===== src/rtl/fp_i2f_cvt.sv =====
// Two-stage int32/uint32 -> binary32 converter with FMV.W.X passthrough.
// Define FP_I2F_RMM_EN to enable round-to-nearest-max-magnitude for rm=100.
module fp_i2f_cvt #(
    parameter int ID_W = 3
) (
    input  logic            clk,
    input  logic            rst,
    input  logic            issue_new_request,
    input  logic [ID_W-1:0] issue_id,
    output logic            issue_ready,
    input  logic [31:0]     rs1,
    input  logic [2:0]      rm,
    input  logic            fmv,
    input  logic            is_signed,
    output logic            wb_done,
    input  logic            wb_ack,
    output logic [ID_W-1:0] wb_id,
    output logic [31:0]     wb_rd,
    output logic [4:0]      fflags
);

    logic            adv1, adv2;

    logic            s1_valid_q, s1_valid_d;
    logic            s1_sign_q, s1_sign_d;
    logic [31:0]     s1_mag_q, s1_mag_d;
    logic [4:0]      s1_lz_q, s1_lz_d;
    logic            s1_zero_q, s1_zero_d;
    logic [31:0]     s1_raw_q, s1_raw_d;
    logic [2:0]      s1_rm_q, s1_rm_d;
    logic            s1_fmv_q, s1_fmv_d;
    logic [ID_W-1:0] s1_id_q, s1_id_d;

    logic            wb_done_q, wb_done_d;
    logic [ID_W-1:0] wb_id_q, wb_id_d;
    logic [31:0]     wb_rd_q, wb_rd_d;
    logic [4:0]      fflags_q, fflags_d;

    assign adv2        = ~wb_done_q | wb_ack;
    assign adv1        = ~s1_valid_q | adv2;
    assign issue_ready = adv1;

    // Stage 1: sign/magnitude split and leading-zero count
    logic        sign_c;
    logic [31:0] mag_c;
    logic [4:0]  lz_c;

    always_comb begin
        sign_c = is_signed & rs1[31];
        mag_c  = sign_c ? (~rs1 + 32'd1) : rs1;
        lz_c   = 5'd31;
        for (int i = 0; i < 32; i++) begin
            if (mag_c[i]) lz_c = 5'(31 - i);
        end
    end

    always_comb begin
        s1_valid_d = s1_valid_q;
        s1_sign_d  = s1_sign_q;
        s1_mag_d   = s1_mag_q;
        s1_lz_d    = s1_lz_q;
        s1_zero_d  = s1_zero_q;
        s1_raw_d   = s1_raw_q;
        s1_rm_d    = s1_rm_q;
        s1_fmv_d   = s1_fmv_q;
        s1_id_d    = s1_id_q;
        if (adv1) begin
            s1_valid_d = issue_new_request;
            if (issue_new_request) begin
                s1_sign_d = sign_c;
                s1_mag_d  = mag_c;
                s1_lz_d   = lz_c;
                s1_zero_d = (mag_c == 32'd0);
                s1_raw_d  = rs1;
                s1_rm_d   = rm;
                s1_fmv_d  = fmv;
                s1_id_d   = issue_id;
            end
        end
    end

    // Stage 2: normalize, round, pack
    logic [30:0] norm_c;
    logic [7:0]  exp_c, exp_r_c;
    logic [22:0] mant_c;
    logic [23:0] mant_sum_c;
    logic        g_c, r_c, s_c, up_c;
    logic [31:0] res_c;
    logic [4:0]  flg_c;

    always_comb begin
        norm_c = 31'(s1_mag_q << s1_lz_q);
        exp_c  = 8'd158 - {3'b000, s1_lz_q};
        mant_c = norm_c[30:8];
        g_c    = norm_c[7];
        r_c    = norm_c[6];
        s_c    = |norm_c[5:0];
        case (s1_rm_q)
            3'b001:  up_c = 1'b0;
            3'b010:  up_c = s1_sign_q & (g_c | r_c | s_c);
            3'b011:  up_c = ~s1_sign_q & (g_c | r_c | s_c);
`ifdef FP_I2F_RMM_EN
            3'b100:  up_c = g_c;
`endif
            default: up_c = g_c & (r_c | s_c | mant_c[0]);
        endcase
        // A carry out of the mantissa leaves it zero and bumps the exponent
        mant_sum_c = {1'b0, mant_c} + {23'd0, up_c};
        exp_r_c    = exp_c + {7'd0, mant_sum_c[23]};
        res_c      = 32'd0;
        flg_c      = 5'd0;
        if (s1_fmv_q) begin
            res_c = s1_raw_q;
        end else if (!s1_zero_q) begin
            res_c = {s1_sign_q, exp_r_c, mant_sum_c[22:0]};
            flg_c = {4'd0, g_c | r_c | s_c};
        end
    end

    always_comb begin
        wb_done_d = wb_done_q;
        wb_id_d   = wb_id_q;
        wb_rd_d   = wb_rd_q;
        fflags_d  = fflags_q;
        if (adv2) begin
            wb_done_d = s1_valid_q;
            if (s1_valid_q) begin
                wb_id_d  = s1_id_q;
                wb_rd_d  = res_c;
                fflags_d = flg_c;
            end
        end
    end

    always_ff @(posedge clk) begin
        if (rst) begin
            s1_valid_q <= 1'b0;
            s1_sign_q  <= 1'b0;
            s1_mag_q   <= 32'd0;
            s1_lz_q    <= 5'd0;
            s1_zero_q  <= 1'b0;
            s1_raw_q   <= 32'd0;
            s1_rm_q    <= 3'd0;
            s1_fmv_q   <= 1'b0;
            s1_id_q    <= '0;
            wb_done_q  <= 1'b0;
            wb_id_q    <= '0;
            wb_rd_q    <= 32'd0;
            fflags_q   <= 5'd0;
        end else begin
            s1_valid_q <= s1_valid_d;
            s1_sign_q  <= s1_sign_d;
            s1_mag_q   <= s1_mag_d;
            s1_lz_q    <= s1_lz_d;
            s1_zero_q  <= s1_zero_d;
            s1_raw_q   <= s1_raw_d;
            s1_rm_q    <= s1_rm_d;
            s1_fmv_q   <= s1_fmv_d;
            s1_id_q    <= s1_id_d;
            wb_done_q  <= wb_done_d;
            wb_id_q    <= wb_id_d;
            wb_rd_q    <= wb_rd_d;
            fflags_q   <= fflags_d;
        end
    end

    assign wb_done = wb_done_q;
    assign wb_id   = wb_id_q;
    assign wb_rd   = wb_rd_q;
    assign fflags  = fflags_q;

endmodule


===== config.mk =====
export PLATFORM = sky130hd
export DESIGN_NAME = fp_i2f_cvt
export DESIGN_NICKNAME = d
export VERILOG_FILES = /design/src/rtl/fp_i2f_cvt.sv
export SDC_FILE = /design/constraint.sdc
export NUM_CORES = 1
export LEC_CHECK = 0
export BUFFER_PORTS_ARGS = -buffer_cell sky130_fd_sc_hd__clkbuf_2
export CORE_ASPECT_RATIO = 1.2
export CORE_MARGIN = 10
export CORE_UTILIZATION = 50
export CTS_CLUSTER_DIAMETER = 120
export CTS_CLUSTER_SIZE = 28
export DETAILED_ROUTE_END_ITERATION = 16
export GPL_ROUTABILITY_DRIVEN = 0
export PLACE_DENSITY = 0.76
export SYNTH_ARGS = -nofsm -noshare
export SYNTH_HDL_FRONTEND = slang
export SYNTH_SLANG_ARGS = --single-unit
export TNS_END_PERCENT = 1

===== constraint.sdc =====
create_clock -name clk -period 5.2 [get_ports clk]
set_input_delay 0.78 -clock clk [delete_from_list [all_inputs] [get_ports clk]]
set_output_delay 0.78 -clock clk [all_outputs]
set_load 0.02 [all_outputs]

==> flow_summary.json <==
{
  "syn_inst": 1043,
  "fmax_mhz": 221,
  "tritoncts": "done",
  "fin_skew_ns": 0.0121,
  "synth-compound-area-share_pct": 22.6,
  "hpwl_um": 20400,
  "path_max_fanout": 18,
  "critPathMaxStageDelay_ns": 0.74,
  "synthTopCellsByCount": "nand2_1, dfxtp_1, nor2_1",
  "placed_area_um2": 8700,
  "reg2reg_depth": 20,
  "hold_violations": 0,
  "slew_headroom_pct": 41.4,
  "slowest_stage": "dfxtp_1",
  "timing.critical_path.from": "s1_lz_q[2]",
  "regArea_um2": 2280,
  "fp.coreArea_um2": 16300,
  "grt_pass1_vias": 7891,
  "yosys_warnings": 0,
  "hold_path.class": "register to register",
  "synth_seq_cells": 114,
  "cts_setup_buffers": 0,
  "start_kind": "register",
  "drc": 0,
  "drt_pass1_iterations": 8,
  "rrSetupSlack_ns": 0.68,
  "via_per_inst": 6.52,
  "fin_nets": 1115,
  "cts.sinks": 114,
  "max_cap_violations": 0,
  "fin_tns_setup_ns": 0,
  "yosysUniqueCellTypes": 84,
  "synth-edff-count": 0,
  "clk_path_buf_depth": 2,
  "synthAdderAreaFrac_pct": 0.903,
  "die_height_um": 161,
  "path_common_cell": "ha_1",
  "antenna_found_initial": 0,
  "multi_input_area_um2": 5550,
  "synth_async_sr_flop_share_pct": 0,
  "tightest_slew_ns": 0.877,
  "p_sw_w": 0.000941,
  "cts-root-buf": "clkbuf_16",
  "crit_required_ns": 5.47,
  "r2r_end": "wb_rd[25]",
  "vias": 8412,
  "power_frac_seq_pct": 36.4,
  "finalCritPeriodShare_pct": 87.0,
  "ys.flop_type": "dfxtp_1",
  "die_w_um": 138,
  "grt_max_degree": 59,
  "slew_violations": 0,
  "ant_nets": 0,
  "clk_pin_slew_ns": 0.06,
  "arrival_ns": 4.80,
  "cts_htree_levels": 4,
  "cts-buffers-inserted": 17,
  "ys_seq_area_share_pct": 27.4,
  "synth_top_family_by_area": "simple AND/OR/NAND/NOR gates",
  "reg2reg_from": "s1_lz_q[2]",
  "fin_area_um2": 9260,
  "power_frac_clock_pct": 39.5,
  "synth-simple-area-share_pct": 23.6,
  "synth_mux_area_share_pct": 14.6,
  "comb_power_share_pct": 24.1,
  "leakage_nw": 3.38,
  "intPower_w": 0.00183,
  "die_area_um2": 22200,
  "drive_gt1_share_pct": 19.1,
  "hold_depth": 2,
  "period_minus_slack_ns": 4.52,
  "routed_wl_um": 27500,
  "fin_util_pct": 56.9,
  "io_pins": 86,
  "fillers": 1499,
  "grt_first_pass_wirelength_um": 43800,
  "wl_per_cell_um": 21.4,
  "grt_remaining_overflow": 0,
  "cts_resized": 0,
  "power_density_nw_per_um2": 299,
  "antenna_cells": 0,
  "hold_buffers": 0,
  "synth_area_leaders": "dfxtp_1, mux4_2, nand2_1",
  "status": "finished, final reports clean",
  "hold_end": "s1_raw_q[24]",
  "yosys.area.top_type": "dfxtp_1",
  "synth_most_common_cell": "nand2_1",
  "start_util_pct": 51.1,
  "drt_iter0_markers": 1164,
  "endpoint_kind": "register",
  "finalSetupViolCount": 0,
  "port_buffers": 81,
  "rows": 51,
  "path_cells": "mux2i_1 -> o211ai_1 -> nand2_1 -> a41oi_1 -> o22a_1 -> nor2_1 -> nor3_1 -> ha_1 -> nand3_1 -> nor4_1 -> a41o_1 -> and4_1 -> nand4b_1 -> nor2_1 -> nand3_1 -> ha_1 -> ha_1 -> xnor2_1 -> a221oi_1 -> nor3_1",
  "min_from": "s1_raw_q[24]",
  "rsz0062_at_grt": "false",
  "synth_area_um2": 8310,
  "yosys.area.top_type_share_pct": 27.4,
  "syn2layout_area_growth_pct": 11.4,
  "syn_area_per_cell_um2": 7.97,
  "criticalPathCategory": "register to register",
  "max-vdd-ir-drop_v": 0.000191,
  "grt_use_total_pct": 24.7,
  "synth_xor_area_share_pct": 4.73,
  "swShare_pct": 34.0,
  "clkLatencyLatePin_ns": 0.42
}
==> worst max-delay path, delay by kind of cell (launching register included) <==
kind	cells	cell delay [ns]
xor gates and xnor gates	1	0.14
DFF	1	0.74
adders and majority gates	3	0.66
and+or+nand+nor	10	1.32
AOI/OAI and AO/OA	5	1.37
muxes	1	0.15
==> cell usage in the layout, fill, tap and decap left out, types with 8 or more instances in the layout <==
cell / n
o31ai_1: 9
a32oi_1: 8
nand2_1: 141
mux2i_1: 32
a21oi_1: 84
clkbuf_2: 80
buf_4: 20
clkbuf_16: 17
mux4_2: 31
nor4_1: 8
nor3_1: 40
a31oi_1: 18
a221oi_1: 20
xnor2_1: 28
or3_1: 9
dfxtp_1: 112
mux2_2: 16
nand3_1: 29
o21ai_0: 34
xor2_1: 15
nand4b_1: 8
inv_1: 15
nor2_1: 106
a211oi_1: 33
==> how the worst max path moves through the flow <==
stage | to | slack (ns) | cells past startpoint
CTS | wb_rd[27] | 0.77 | 20
global route | wb_rd[27] | 0.21 | 21
finish | wb_rd[25] | 0.68 | 20
floorplan | wb_rd[27] | 0.88 | 28
global placement | wb_rd[27] | 0.84 | 20
detailed placement | wb_rd[27] | 0.77 | 20
==> cell families after synthesis <==
kind of cell               count (synthesis)
muxes                                     80
other                                      1
AOI/OAI and AO/OA                        276
and+or+nand+nor                          407
DFF                                      114
adders and majority gates                  6
buffers and inverters                    115
xor gates and xnor gates                  44
==> layer usage <==
metal  GRT usage, %  routed length [µm]  vias up
li1               -                   -     3916
met1           32.3               11100     3926
met2           38.6               12800      482
met3           4.50                2460       88
met4           11.1                1160        0
met5              0                   0        -
==> area by class of cell <==
cell class                      count  area share [%]
Clock buffer                       18            4.74
Clock inverter                     14            1.30
Inverter                           15           0.608
Multi-Input combinational cell    817            59.9
Sequential cell                   114            24.7
Tap cell                          212            2.86
Timing Repair Buffer              100            5.94
==> state kept, by name (all words and copies together), names as in the netlist <==
register / cells
s1_mag_q: 31
s1_fmv_q: 1
s1_valid_q: 1
fflags: 1
wb_done: 1
s1_id_q: 3
s1_rm_q: 3
wb_rd: 32
s1_raw_q: 31
wb_id: 3
s1_lz_q: 5
s1_zero_q: 1
s1_sign_q: 1
==> power by group through the flow <==
| stage | Combinational, W | Clock [W] | Sequential, W |
|---|---|---|---|
| after floorplan | 0.000471 | 0 | 0.00101 |
| after global placement | 0.000643 | 0 | 0.00102 |
| after detailed placement | 0.000649 | 0 | 0.00102 |
| after CTS | 0.000652 | 0.00110 | 0.00100 |
| after global routing | 0.000721 | 0.00114 | 0.00102 |
| final | 0.000666 | 0.00109 | 0.00101 |
==> metrics by stage <==
stage | total power (W) | hold slack [ns] | setup WS [ns] | cells
after global routing | 0.00288 | 0.476 | 0.212 | 1290
final | 0.00277 | 0.457 | 0.678 | 1290
after global placement | 0.00166 | 0.440 | 0.845 | 1258
after detailed placement | 0.00167 | 0.446 | 0.771 | 1258
after CTS | 0.00276 | 0.457 | 0.767 | 1290
after floorplan | 0.00148 | 0.432 | 0.882 | 1046
Note: power is estimated with default switching activity, not from simulation.
